## src/rtl/irq_counter_pkg.sv

```systemverilog
`default_nettype none
// ============================================================================
//  Module   : irq_counter_pkg
//  Purpose  : Shared constants for the multi-mode mapper IRQ counter:
//             mode encodings, register indices and VRC prescaler defaults.
//  Revision : 1.0  initial release
// ============================================================================
package irq_counter_pkg;

    // Counting modes driven by the mapper decode logic
    localparam logic [1:0] IRQ_MODE_MMC3  = 2'd0;
    localparam logic [1:0] IRQ_MODE_CYCLE = 2'd1;
    localparam logic [1:0] IRQ_MODE_VRC   = 2'd2;
    localparam logic [1:0] IRQ_MODE_OFF   = 2'd3;

    // Register-write port indices
    localparam logic [2:0] IRQ_REG_LATCH_LO = 3'd0;
    localparam logic [2:0] IRQ_REG_LATCH_HI = 3'd1;
    localparam logic [2:0] IRQ_REG_RELOAD   = 3'd2;
    localparam logic [2:0] IRQ_REG_DISABLE  = 3'd3;
    localparam logic [2:0] IRQ_REG_ENABLE   = 3'd4;
    localparam logic [2:0] IRQ_REG_VRC_CTRL = 3'd5;
    localparam logic [2:0] IRQ_REG_ACK      = 3'd6;

    // VRC prescaler: PPU dots per scanline, PPU dots per CPU cycle
    localparam int IRQ_DEFAULT_PRESCALE_PERIOD = 341;
    localparam int IRQ_DEFAULT_PRESCALE_STEP   = 3;

endpackage
`default_nettype wire

```

## src/rtl/a12_edge_filter.sv

```systemverilog
`default_nettype none
// ============================================================================
//  Module   : a12_edge_filter
//  Purpose  : Qualifies rising edges of PPU A12 sampled on m2. A rise only
//             produces a tick after A12 has been low for A12_FILTER
//             consecutive samples, rejecting the short A12 toggles seen
//             during sprite/background fetch interleaving.
//  Ports    : m2      - CPU clock, sampling edge
//             rst_n   - asynchronous active-low reset
//             clear   - synchronous clear of the low-sample count
//             ppu_a12 - PPU address bit 12
//             tick    - one-cycle qualified rise indication (combinational)
//  Revision : 1.0  initial release
// ============================================================================
module a12_edge_filter #(
    parameter int A12_FILTER = 3
) (
    input  logic m2,
    input  logic rst_n,
    input  logic clear,
    input  logic ppu_a12,
    output logic tick
);

    localparam int                 c_CNT_W  = $clog2(A12_FILTER + 2);
    localparam logic [c_CNT_W-1:0] c_FILTER = c_CNT_W'(A12_FILTER);

    logic [c_CNT_W-1:0] r_low_cnt;

    // A nonzero low count implies the previous sample was low, so a high
    // sample with a saturated count is by construction a qualified rise.
    assign tick = ppu_a12 && (r_low_cnt >= c_FILTER);

    always_ff @(posedge m2 or negedge rst_n) begin
        if (!rst_n) begin
            r_low_cnt <= '0;
        end else if (clear || ppu_a12) begin
            r_low_cnt <= '0;
        end else if (r_low_cnt < c_FILTER) begin
            r_low_cnt <= r_low_cnt + c_CNT_W'(1);
        end
    end

endmodule
`default_nettype wire

```

## src/rtl/irq_counter_unit.sv

```systemverilog
`default_nettype none
// ============================================================================
//  Module   : irq_counter_unit
//  Purpose  : Multi-mode mapper IRQ generator: MMC3 filtered-A12 scanline
//             counter, FME-7 CPU-cycle countdown and VRC prescaled
//             scanline/cycle up-counter, programmed through a register port.
//  Ports    : m2       - CPU clock, all state changes on rising edge
//             rst_n    - asynchronous active-low reset
//             mode     - 0 MMC3, 1 CPU cycle, 2 VRC, 3 off
//             reg_we   - one-cycle register write strobe
//             reg_sel  - register index
//             reg_data - write data
//             ppu_a12  - PPU address bit 12
//             irq_n    - IRQ request, low = asserted
//             counter  - current counter value (readback)
//  Revision : 1.0  initial release
// ============================================================================
module irq_counter_unit
    import irq_counter_pkg::*;
#(
    parameter int COUNT_WIDTH     = 16,
    parameter int A12_FILTER      = 3,
    parameter int MMC3_REV_A      = 0,
    parameter int PRESCALE_PERIOD = IRQ_DEFAULT_PRESCALE_PERIOD,
    parameter int PRESCALE_STEP   = IRQ_DEFAULT_PRESCALE_STEP
) (
    input  logic                   m2,
    input  logic                   rst_n,
    input  logic [1:0]             mode,
    input  logic                   reg_we,
    input  logic [2:0]             reg_sel,
    input  logic [7:0]             reg_data,
    input  logic                   ppu_a12,
    output logic                   irq_n,
    output logic [COUNT_WIDTH-1:0] counter
);

    // Prescaler holds -STEP..PERIOD, so one extra bit serves as sign bit.
    localparam int                c_PS_W      = $clog2(PRESCALE_PERIOD + 1) + 1;
    localparam logic [c_PS_W-1:0] c_PS_PERIOD = c_PS_W'(PRESCALE_PERIOD);
    localparam logic [c_PS_W-1:0] c_PS_STEP   = c_PS_W'(PRESCALE_STEP);

    logic [COUNT_WIDTH-1:0] r_counter,    w_counter_nxt;
    logic [COUNT_WIDTH-1:0] r_latch,      w_latch_nxt;
    logic [c_PS_W-1:0]      r_prescaler,  w_prescaler_nxt;
    logic                   r_reload_req, w_reload_req_nxt;
    logic                   r_enable,     w_enable_nxt;
    logic                   r_en_after_ack, w_en_after_ack_nxt;
    logic                   r_cycle_mode, w_cycle_mode_nxt;
    logic                   r_irq_pending, w_irq_pending_nxt;
    logic [1:0]             r_mode_prev;

    logic        w_a12_tick;
    logic        w_mode_chg;
    logic [7:0]  w_cnt8;
    logic [7:0]  w_latch8;
    logic        w_mmc3_reload;
    logic [7:0]  w_mmc3_new;
    logic [c_PS_W-1:0] w_ps_dec;
    logic [15:0] w_latch16;
    logic        w_cnt_write;
    logic        w_clock;
    logic        w_irq_set;
    logic        w_irq_clr;

    assign w_mode_chg    = (mode != r_mode_prev);
    assign w_cnt8        = r_counter[7:0];
    assign w_latch8      = r_latch[7:0];
    assign w_mmc3_reload = (w_cnt8 == 8'd0) || r_reload_req;
    assign w_mmc3_new    = w_mmc3_reload ? w_latch8 : (w_cnt8 - 8'd1);
    assign w_ps_dec      = r_prescaler - c_PS_STEP;

    a12_edge_filter #(
        .A12_FILTER (A12_FILTER)
    ) u_a12_filter (
        .m2      (m2),
        .rst_n   (rst_n),
        .clear   (w_mode_chg),
        .ppu_a12 (ppu_a12),
        .tick    (w_a12_tick)
    );

    always_comb begin
        w_counter_nxt      = r_counter;
        w_prescaler_nxt    = r_prescaler;
        w_reload_req_nxt   = r_reload_req;
        w_enable_nxt       = r_enable;
        w_en_after_ack_nxt = r_en_after_ack;
        w_cycle_mode_nxt   = r_cycle_mode;
        w_latch16          = 16'(r_latch);
        w_cnt_write        = 1'b0;
        w_clock            = 1'b0;
        w_irq_set          = 1'b0;
        w_irq_clr          = 1'b0;

        // Register writes
        if (reg_we) begin
            case (reg_sel)
                IRQ_REG_LATCH_LO: w_latch16[7:0]  = reg_data;
                IRQ_REG_LATCH_HI: w_latch16[15:8] = reg_data;
                IRQ_REG_RELOAD: begin
                    w_reload_req_nxt = 1'b1;
                    w_cnt_write      = 1'b1;
                    if (mode == IRQ_MODE_CYCLE) begin
                        w_counter_nxt = r_latch;
                    end
                end
                IRQ_REG_DISABLE: begin
                    w_enable_nxt = 1'b0;
                    w_irq_clr    = 1'b1;
                end
                IRQ_REG_ENABLE: w_enable_nxt = 1'b1;
                IRQ_REG_VRC_CTRL: begin
                    w_en_after_ack_nxt = reg_data[0];
                    w_enable_nxt       = reg_data[1];
                    w_cycle_mode_nxt   = reg_data[2];
                    w_irq_clr          = 1'b1;
                    w_cnt_write        = 1'b1;
                    if (reg_data[1]) begin
                        w_counter_nxt   = COUNT_WIDTH'(w_latch8);
                        w_prescaler_nxt = c_PS_PERIOD;
                    end
                end
                IRQ_REG_ACK: begin
                    w_irq_clr    = 1'b1;
                    w_enable_nxt = r_en_after_ack;
                end
                default: ;
            endcase
        end
        // Latch high byte falls away when COUNT_WIDTH is 8
        w_latch_nxt = w_latch16[COUNT_WIDTH-1:0];

        // Counting; a counter-state write or a mode switch takes priority
        if (!w_cnt_write && !w_mode_chg) begin
            case (mode)
                IRQ_MODE_MMC3: begin
                    if (w_a12_tick) begin
                        w_counter_nxt = COUNT_WIDTH'(w_mmc3_new);
                        if (w_mmc3_reload) begin
                            w_reload_req_nxt = 1'b0;
                        end
                        // Old MMC3 stays silent when a zero latch reloads
                        // an already-zero counter without a reload request.
                        if ((w_mmc3_new == 8'd0) && r_enable &&
                            ((MMC3_REV_A == 0) || (w_cnt8 != 8'd0) || r_reload_req)) begin
                            w_irq_set = 1'b1;
                        end
                    end
                end
                IRQ_MODE_CYCLE: begin
                    if (r_enable) begin
                        w_counter_nxt = r_counter - COUNT_WIDTH'(1);
                        if (r_counter == '0) begin
                            w_irq_set = 1'b1;
                        end
                    end
                end
                IRQ_MODE_VRC: begin
                    if (r_enable) begin
                        if (r_cycle_mode) begin
                            w_clock = 1'b1;
                        end else if (w_ps_dec[c_PS_W-1] || (w_ps_dec == '0)) begin
                            w_prescaler_nxt = w_ps_dec + c_PS_PERIOD;
                            w_clock         = 1'b1;
                        end else begin
                            w_prescaler_nxt = w_ps_dec;
                        end
                        if (w_clock) begin
                            if (w_cnt8 == 8'hFF) begin
                                w_counter_nxt = COUNT_WIDTH'(w_latch8);
                                w_irq_set     = 1'b1;
                            end else begin
                                w_counter_nxt = COUNT_WIDTH'(w_cnt8 + 8'd1);
                            end
                        end
                    end
                end
                default: ;
            endcase
        end

        if (w_mode_chg) begin
            w_prescaler_nxt = c_PS_PERIOD;
        end

        // A fresh IRQ event wins over a same-cycle ack/disable
        if (w_mode_chg || (mode == IRQ_MODE_OFF)) begin
            w_irq_pending_nxt = 1'b0;
        end else if (w_irq_set) begin
            w_irq_pending_nxt = 1'b1;
        end else if (w_irq_clr) begin
            w_irq_pending_nxt = 1'b0;
        end else begin
            w_irq_pending_nxt = r_irq_pending;
        end
    end

    always_ff @(posedge m2 or negedge rst_n) begin
        if (!rst_n) begin
            r_counter      <= '0;
            r_latch        <= '0;
            r_prescaler    <= c_PS_PERIOD;
            r_reload_req   <= 1'b0;
            r_enable       <= 1'b0;
            r_en_after_ack <= 1'b0;
            r_cycle_mode   <= 1'b0;
            r_irq_pending  <= 1'b0;
            r_mode_prev    <= IRQ_MODE_MMC3;
        end else begin
            r_counter      <= w_counter_nxt;
            r_latch        <= w_latch_nxt;
            r_prescaler    <= w_prescaler_nxt;
            r_reload_req   <= w_reload_req_nxt;
            r_enable       <= w_enable_nxt;
            r_en_after_ack <= w_en_after_ack_nxt;
            r_cycle_mode   <= w_cycle_mode_nxt;
            r_irq_pending  <= w_irq_pending_nxt;
            r_mode_prev    <= mode;
        end
    end

    assign irq_n   = ~r_irq_pending;
    assign counter = r_counter;

endmodule
`default_nettype wire
```

## config.mk

```make
export PLATFORM = sky130hd
export DESIGN_NAME = irq_counter_unit
export DESIGN_NICKNAME = d
export VERILOG_FILES = /design/src/rtl/irq_counter_pkg.sv /design/src/rtl/a12_edge_filter.sv /design/src/rtl/irq_counter_unit.sv
export SDC_FILE = /design/constraint.sdc
export NUM_CORES = 1
export LEC_CHECK = 0
export CAP_MARGIN = 20
export CORE_UTILIZATION = 38
export DETAILED_ROUTE_END_ITERATION = 6
export PLACE_DENSITY = 0.65
export SLEW_MARGIN = 30
export SYNTH_ARGS = -nofsm -noshare
export SYNTH_HDL_FRONTEND = slang
export SYNTH_HIERARCHICAL = 1
export SYNTH_SLANG_ARGS = --single-unit
```

## constraint.sdc

```tcl
create_clock -name m2 -period 5.15 [get_ports m2]
set_input_delay 0.515 -clock m2 [delete_from_list [all_inputs] [get_ports m2]]
set_output_delay 0.515 -clock m2 [all_outputs]
set_load 0.01 [all_outputs]
```

==> metrics.log, run 1 <==
[metrics] outcome: complete, no violations
[metrics] HPWL after DPL: 7890 µm
[metrics] share of the cycle needed by the critical path after routing: 0.692
[metrics] Critical Path Sink Type: register
[metrics] maximum VDD drop: 0.139 mV
[metrics] WP data arrival: 3.80 ns
[metrics] mean routed wirelength per cell: 17.2 µm
[metrics] list of most frequent post-synthesis cells: 58 x nand2_1, 47 x dfrtp_1, 35 x o21ai_0, 33 x nor2_1, 22 x mux2_2
[metrics] Warnings, synthesis: 6
[metrics] most common cell in the synthesized netlist: nand2_1
[metrics] crit start category: register
[metrics] total routed wirelength: 10800 µm
[metrics] FF+latch count, synth: 52
[metrics] number of failing hold endpoints at the final stage: 0
[metrics] peak fanout along the critical path: 12
[metrics] number of design-rule violations left by the first detailed-router iteration: 273
[metrics] Final Setup Violations: 0
[metrics] post-synth top area cell: dfrtp_1
[metrics] Syn Nets: 505
[metrics] launch instance of the worst register-to-register path: r_prescaler[2]
[metrics] overall track demand over capacity in global routing: 0.202
[metrics] Lkg Pwr: 1.81 nW
[metrics] number of global-route vias before repair: 3461
[metrics] # hold bufs at CTS: 0
[metrics] Die Span Y: 105 µm
[metrics] count of pins over their slew limit: 0
[metrics] maximum frequency from static timing analysis: 0.281 GHz
[metrics] quantity of gates resized following cts: 0
[metrics] area of the mapped netlist: 4030 µm²
[metrics] endpoint of the worst setup timing path: counter[4]
[metrics] Hold Crit Class: input pin to asynchronous set/reset pin
[metrics] setup repair after global routing missed its margin: false
[metrics] cell type of the slowest stage on the worst timing path: o21ai_1
[metrics] worst-path cell chain: inv_1 > ha_1 > a211oi_1 > nand3_1 > xor2_1 > a31oi_2 > o21ai_1 > a22oi_1 > o221ai_1
[metrics] starting utilization of the core area: 0.390
[metrics] max-cap violations: 0
[metrics] Clock Skew: 0.00888 ns
[metrics] total power after layout: 1.39 mW
[metrics] global placer's final weighted congestion: 0.899
[metrics] vias per inst: 5.82
[metrics] Core Area: 10300 µm²
[metrics] endpoint of the most critical register-to-register path: counter[4]
[metrics] wire length of the first global-routing pass: 18000 µm
[metrics] diode insertion count for antenna repair: 0
[metrics] relative slew slack: 0.396
[metrics] root buffer cell: clkbuf_8
[metrics] most area-consuming cells after synthesis: dfrtp_1 29%, mux2_2 6.1%, nand2_1 5.4%
[metrics] final std cells w/o fill: 629
[metrics] startpoint of the worst setup timing path: r_prescaler[2]
[metrics] Skew-Pair Late Insertion Delay: 0.32 ns
[metrics] number of flops mapped to enable cells by yosys: 0
[metrics] layout overhead on the synthesized area: 12.5%
[metrics] die width: 105 µm
[metrics] drt pass-1 iters: 5
[metrics] clock buffers created by TritonCTS: 5
[metrics] Port Buf Inserts: 33
[metrics] Clock transition at path regs: 0.11 ns
[metrics] highest cell delay on the worst timing path: 0.77 ns
[metrics] detailed-route via count: 3659
[metrics] die area: 11000 µm²
[metrics] number of distinct standard cells referenced by the synthesized netlist: 74
[metrics] Final Core Density: 0.439
[metrics] Post-Syn Instances: 475
[metrics] number of primary I/O pins: 34
[metrics] setup repair bufs after CTS: 0
[metrics] GRT overflow: 0
[metrics] net total in the final layout: 522
[metrics] share of the synthesized area in the top cell type: 0.292
[metrics] total placed cells including tap cells: 621
[metrics] deepest clock path buffer count: 2
[metrics] Max H-tree Level: 2
[metrics] top flip-flop cell by instance count after synthesis: dfrtp_1
[metrics] clk sink count: 52
[metrics] sequential-to-total area share from yosys stat: 0.324
[metrics] reg-to-reg slack, setup: 1.59 ns
[metrics] TritonCTS clock tree: built
[metrics] post-route minimum period: 3.56 ns
[metrics] Tightest Pin Transition: 0.900 ns
[metrics] power density relative to cell area: 307 nW/µm²
[metrics] critical path class: register to register
[metrics] number of remaining DRC errors: 0
[metrics] reg2reg path depth: 9
[metrics] Post-synth ARST share: 1.00
[metrics] Required @ worst endpoint: 5.39 ns
[metrics] initial antenna violation count: 0
[metrics] Post-Route Setup TNS: 0 ns
[metrics] share of layout cells above drive strength 1: 0.112
[metrics] largest net degree at the start of global routing: 53
[metrics] post-synthesis average cell area: 8.49 µm²
[metrics] antenna violation net count after detailed routing: 0
[metrics] std cell rows: 37
## worst min-delay path by stage
stage / slack [ns] / startpoint / cells after the start / to
floorplan: 0.22 / rst_n / 0 / counter[0]
global placement: 0.48 / r_latch[14] / 2 / counter[14]
detailed placement: 0.49 / r_latch[14] / 2 / counter[14]
CTS: 0.35 / rst_n / 2 / counter[0]
global route: 0.36 / rst_n / 2 / r_prescaler[3]
finish: 0.31 / rst_n / 2 / r_prescaler[3]
## logic make-up after synthesis
family	after synthesis	share of synthesized area
flip-flops	52	0.324
adder cells (fa/ha/maj)	13	0.0403
AND/OR/NAND/NOR	179	0.235
AO/OA/AOI/OAI	129	0.218
multiplexers	27	0.0739
XOR/XNOR	27	0.0587
buffers and inverters	48	0.0506
## flip-flops by register name, summed over array words and instances, names as in the netlist
| register | cells |
|---|---|
| r_enable | 1 |
| u_a12_filter/r_low_cnt | 3 |
| counter | 16 |
| r_cycle_mode | 1 |
| r_latch | 16 |
| r_reload_req | 1 |
| r_prescaler | 10 |
| r_en_after_ack | 1 |
| r_mode_prev | 2 |
| r_irq_pending | 1 |
## power by group
part	leakage (nW)	total [mW]	switching [mW]	internal [mW]
clock network	0.0491	0.257	0.156	0.101
logic	1.11	0.526	0.277	0.249
registers	0.649	0.611	0.136	0.475
## final cells by class
type	count	area (µm²)
fillers	1013	5790
multi-input cells	375	2530
flip-flops and latches	52	1310
repair buffers	37	355
well taps	136	170
inverters	21	78.8
clock buffers	5	68.8
clock inverters	3	26.3
## per-layer routing
metal,routed length (µm),up-vias,global-route usage,share of wire
met4,131,0,0.0553,0.012
li1,-,1759,-,-
met1,5080,1775,0.283,0.47
met2,5070,115,0.330,0.47
met3,539,10,0.0231,0.050
met5,0,-,0,0
## worst max-delay path, delay by kind of cell (launching register included)
| family | cells | cell delay [ns] |
|---|---|---|
| and+or+nand+nor | 1 | 0.15 |
| DFF | 1 | 0.66 |
| xor gates and xnor gates | 1 | 0.46 |
| buffers and inverters | 1 | 0.14 |
| AOI/OAI and AO/OA | 5 | 1.79 |
| adders and majority gates | 1 | 0.29 |
## layout by cell type, fill, tap and decap left out, types with 3 or more instances in the layout
cell	instances
nand2_1	58
dfrtp_1	47
o21ai_0	35
nor2_1	33
clkdlybuf4s50_1	32
mux2_2	22
inv_1	21
a21oi_1	21
xnor2_1	17
nand3_1	14
ha_1	13
xor2_1	10
nor3_1	9
a31oi_1	9
or3_1	8
a211oi_1	7
nand2b_1	7
nor2b_1	7
nand4_1	5
a21o_1	5
mux2i_1	5
o221ai_1	5
a211o_1	5
clkbuf_8	5
dfstp_2	5
and3_1	4
o21ai_1	4
or4_1	4
o31ai_1	4
buf_4	4
and2_1	3
o22ai_1	3
nor4bb_1	3
o211ai_1	3
nor4_1	3
o2111ai_1	3
## per-stage QoR
stage | setup WS [ns] | hold slack, ns | instance area (µm²)
2_1_floorplan | 2.20 | 0.219 | 4030
3_3_place_gp | 1.70 | 0.476 | 4430
3_5_place_dp | 1.60 | 0.494 | 4440
4_1_cts | 1.56 | 0.348 | 4540
5_1_grt | 1.26 | 0.361 | 4540
6_report | 1.59 | 0.306 | 4540
Note: power is estimated with default switching activity, not from simulation.
==> run 2, diff against run 1 <==
==> constraint.sdc (replaced) <==
create_clock -name m2 -period 3.4 [get_ports m2]
set_input_delay 0.34 -clock m2 [delete_from_list [all_inputs] [get_ports m2]]
set_output_delay 0.34 -clock m2 [all_outputs]
set_load 0.01 [all_outputs]
==> metrics.log, run 2 (synthesis results as in run 1) <==
[metrics] worst slack after detailed placement: 0.212 ns
[metrics] WP data arrival: 3.35 ns
[metrics] endpoint of the most critical register-to-register path: counter[4]
[metrics] launch instance of the worst register-to-register path: r_prescaler[2]
[metrics] crit start category: register
[metrics] Clock transition at path regs: 0.11 ns
[metrics] setup slack of the critical path after layout: 0.279 ns
[metrics] Die Span Y: 105 µm
[metrics] top library cells by usage in the layout, fill and taps aside: 58 x nand2_1, 47 x dfrtp_1, 35 x o21ai_0, 33 x nor2_1, 32 x clkdlybuf4s50_1
[metrics] starting utilization of the core area: 0.390
[metrics] drt pass-1 iters: 5
[metrics] number of design-rule violations left by the first detailed-router iteration: 343
[metrics] Post-Route Setup TNS: 0 ns
[metrics] number of failing hold endpoints at the final stage: 0
[metrics] post-route minimum period: 3.12 ns
[metrics] antenna violation net count after detailed routing: 0
[metrics] share of layout cells above drive strength 1: 0.124
[metrics] Tightest Pin Transition: 0.780 ns
[metrics] total routed wirelength: 11000 µm
[metrics] diode insertion count for antenna repair: 0
[metrics] std cell rows: 37
[metrics] Final Core Density: 0.444
[metrics] maximum frequency from static timing analysis: 0.320 GHz
[metrics] mean routed wirelength per cell: 17.4 µm
[metrics] root buffer cell: clkbuf_8
[metrics] Hold Crit Class: input pin to asynchronous set/reset pin
[metrics] setup repair bufs after CTS: 0
[metrics] largest net degree at the start of global routing: 29
[metrics] clk sink count: 52
[metrics] Core Area: 10300 µm²
[metrics] Final Setup Violations: 0
[metrics] setup repair after global routing missed its margin: false
[metrics] maximum VDD drop: 0.225 mV
[metrics] endpoint of the worst setup timing path: counter[4]
[metrics] Port Buf Inserts: 33
[metrics] max-cap violations: 0
[metrics] Required @ worst endpoint: 3.63 ns
[metrics] # hold bufs at CTS: 0
[metrics] number of primary I/O pins: 34
[metrics] power density relative to cell area: 468 nW/µm²
[metrics] reg2reg path depth: 10
[metrics] vias per inst: 5.84
[metrics] die area: 11000 µm²
[metrics] global placer's final weighted congestion: 0.860
[metrics] layout overhead on the synthesized area: 13.6%
[metrics] count of pins over their slew limit: 0
[metrics] area used by sequential logic in the layout: 1310 µm²
[metrics] area occupied by multi-input gates: 2520 µm²
[metrics] reg-to-reg slack, setup: 0.28 ns
[metrics] number of remaining DRC errors: 0
[metrics] outcome: complete, no violations
[metrics] detailed-route via count: 3714
[metrics] net total in the final layout: 529
[metrics] GRT overflow: 0
[metrics] HPWL after DPL: 8130 µm
[metrics] TritonCTS clock tree: built
[metrics] most frequent standard cell in the layout excluding fill and tap cells: nand2_1
[metrics] fill cell total of the finished layout: 1015
[metrics] share of the cycle needed by the critical path after routing: 0.918
[metrics] Critical Path Sink Type: register
[metrics] Clock Skew: 0.00424 ns
[metrics] wire length of the first global-routing pass: 18800 µm
[metrics] number of global-route vias before repair: 3647
[metrics] peak fanout along the critical path: 12
[metrics] deepest clock path buffer count: 2
[metrics] final std cells w/o fill: 636
[metrics] die width: 105 µm
[metrics] Max H-tree Level: 2
[metrics] critical path class: register to register
[metrics] overall track demand over capacity in global routing: 0.213
[metrics] total power after layout: 2.14 mW
[metrics] clock buffers created by TritonCTS: 5
[metrics] quantity of gates resized following cts: 0
[metrics] total placed cells including tap cells: 628
[metrics] Lkg Pwr: 1.83 nW
[metrics] initial antenna violation count: 0
[metrics] Skew-Pair Late Insertion Delay: 0.31 ns
[metrics] startpoint of the worst setup timing path: r_prescaler[2]
[metrics] relative slew slack: 0.476
## run 2: changes by cell type in the layout (fill, tap and decap cells not counted), sizes merged
cell      delta
buf          +7
inv          -1
clkinv       -1
clkinvlp     +2
## run 2: cell type report
type / instances / share of cell area
clock buffer: 5 / 0.0150
clock inverter: 3 / 0.00574
inverter: 21 / 0.0172
multi-input combinational: 375 / 0.550
sequential: 52 / 0.286
tap: 136 / 0.0372
timing repair buffer: 44 / 0.0891
## run 2: worst max-delay path, stage by stage, from the launching register on
cell	delay (ns)
dfstp_2	0.67
inv_1	0.15
ha_1	0.29
a211oi_1	0.38
nand3_1	0.14
xor2_1	0.45
a31oi_2	0.29
o21ai_1	0.20
buf_4	0.21
a22oi_1	0.09
o221ai_1	0.17
## run 2: power breakdown
| group | leakage [nW] | internal (mW) | switching [mW] |
|---|---|---|---|
| Combinational | 1.14 | 0.395 | 0.474 |
| Sequential | 0.649 | 0.719 | 0.165 |
| Clock | 0.0423 | 0.151 | 0.240 |
## run 2: worst min-delay path by stage
| stage | from | to | slack [ns] | cells after the start |
|---|---|---|---|---|
| finish | rst_n | r_prescaler[3] | 0.06 | 1 |
| CTS | rst_n | r_prescaler[3] | 0.07 | 1 |
| detailed placement | rst_n | r_prescaler[3] | 0.43 | 1 |
| global placement | rst_n | r_prescaler[3] | 0.42 | 1 |
| global route | rst_n | r_prescaler[1] | 0.1 | 1 |
| floorplan | rst_n | counter[0] | 0.04 | 0 |
## run 2: per-layer routing
metal / share of wire / vias up / global-route usage / wire length (µm)
met1: 0.46 / 1775 / 0.294 / 5100
met2: 0.46 / 140 / 0.343 / 5090
li1: - / 1783 / - / -
met4: 0.013 / 0 / 0.0543 / 146
met3: 0.064 / 16 / 0.0374 / 709
met5: 0 / - / 0 / 0
## run 2: metrics by stage
step	hold WS (ns)	instance area (µm²)
after floorplan	0.0444	4030
after global placement	0.419	4480
after detailed placement	0.430	4480
after CTS	0.0720	4580
after global routing	0.0957	4580
final	0.0635	4580
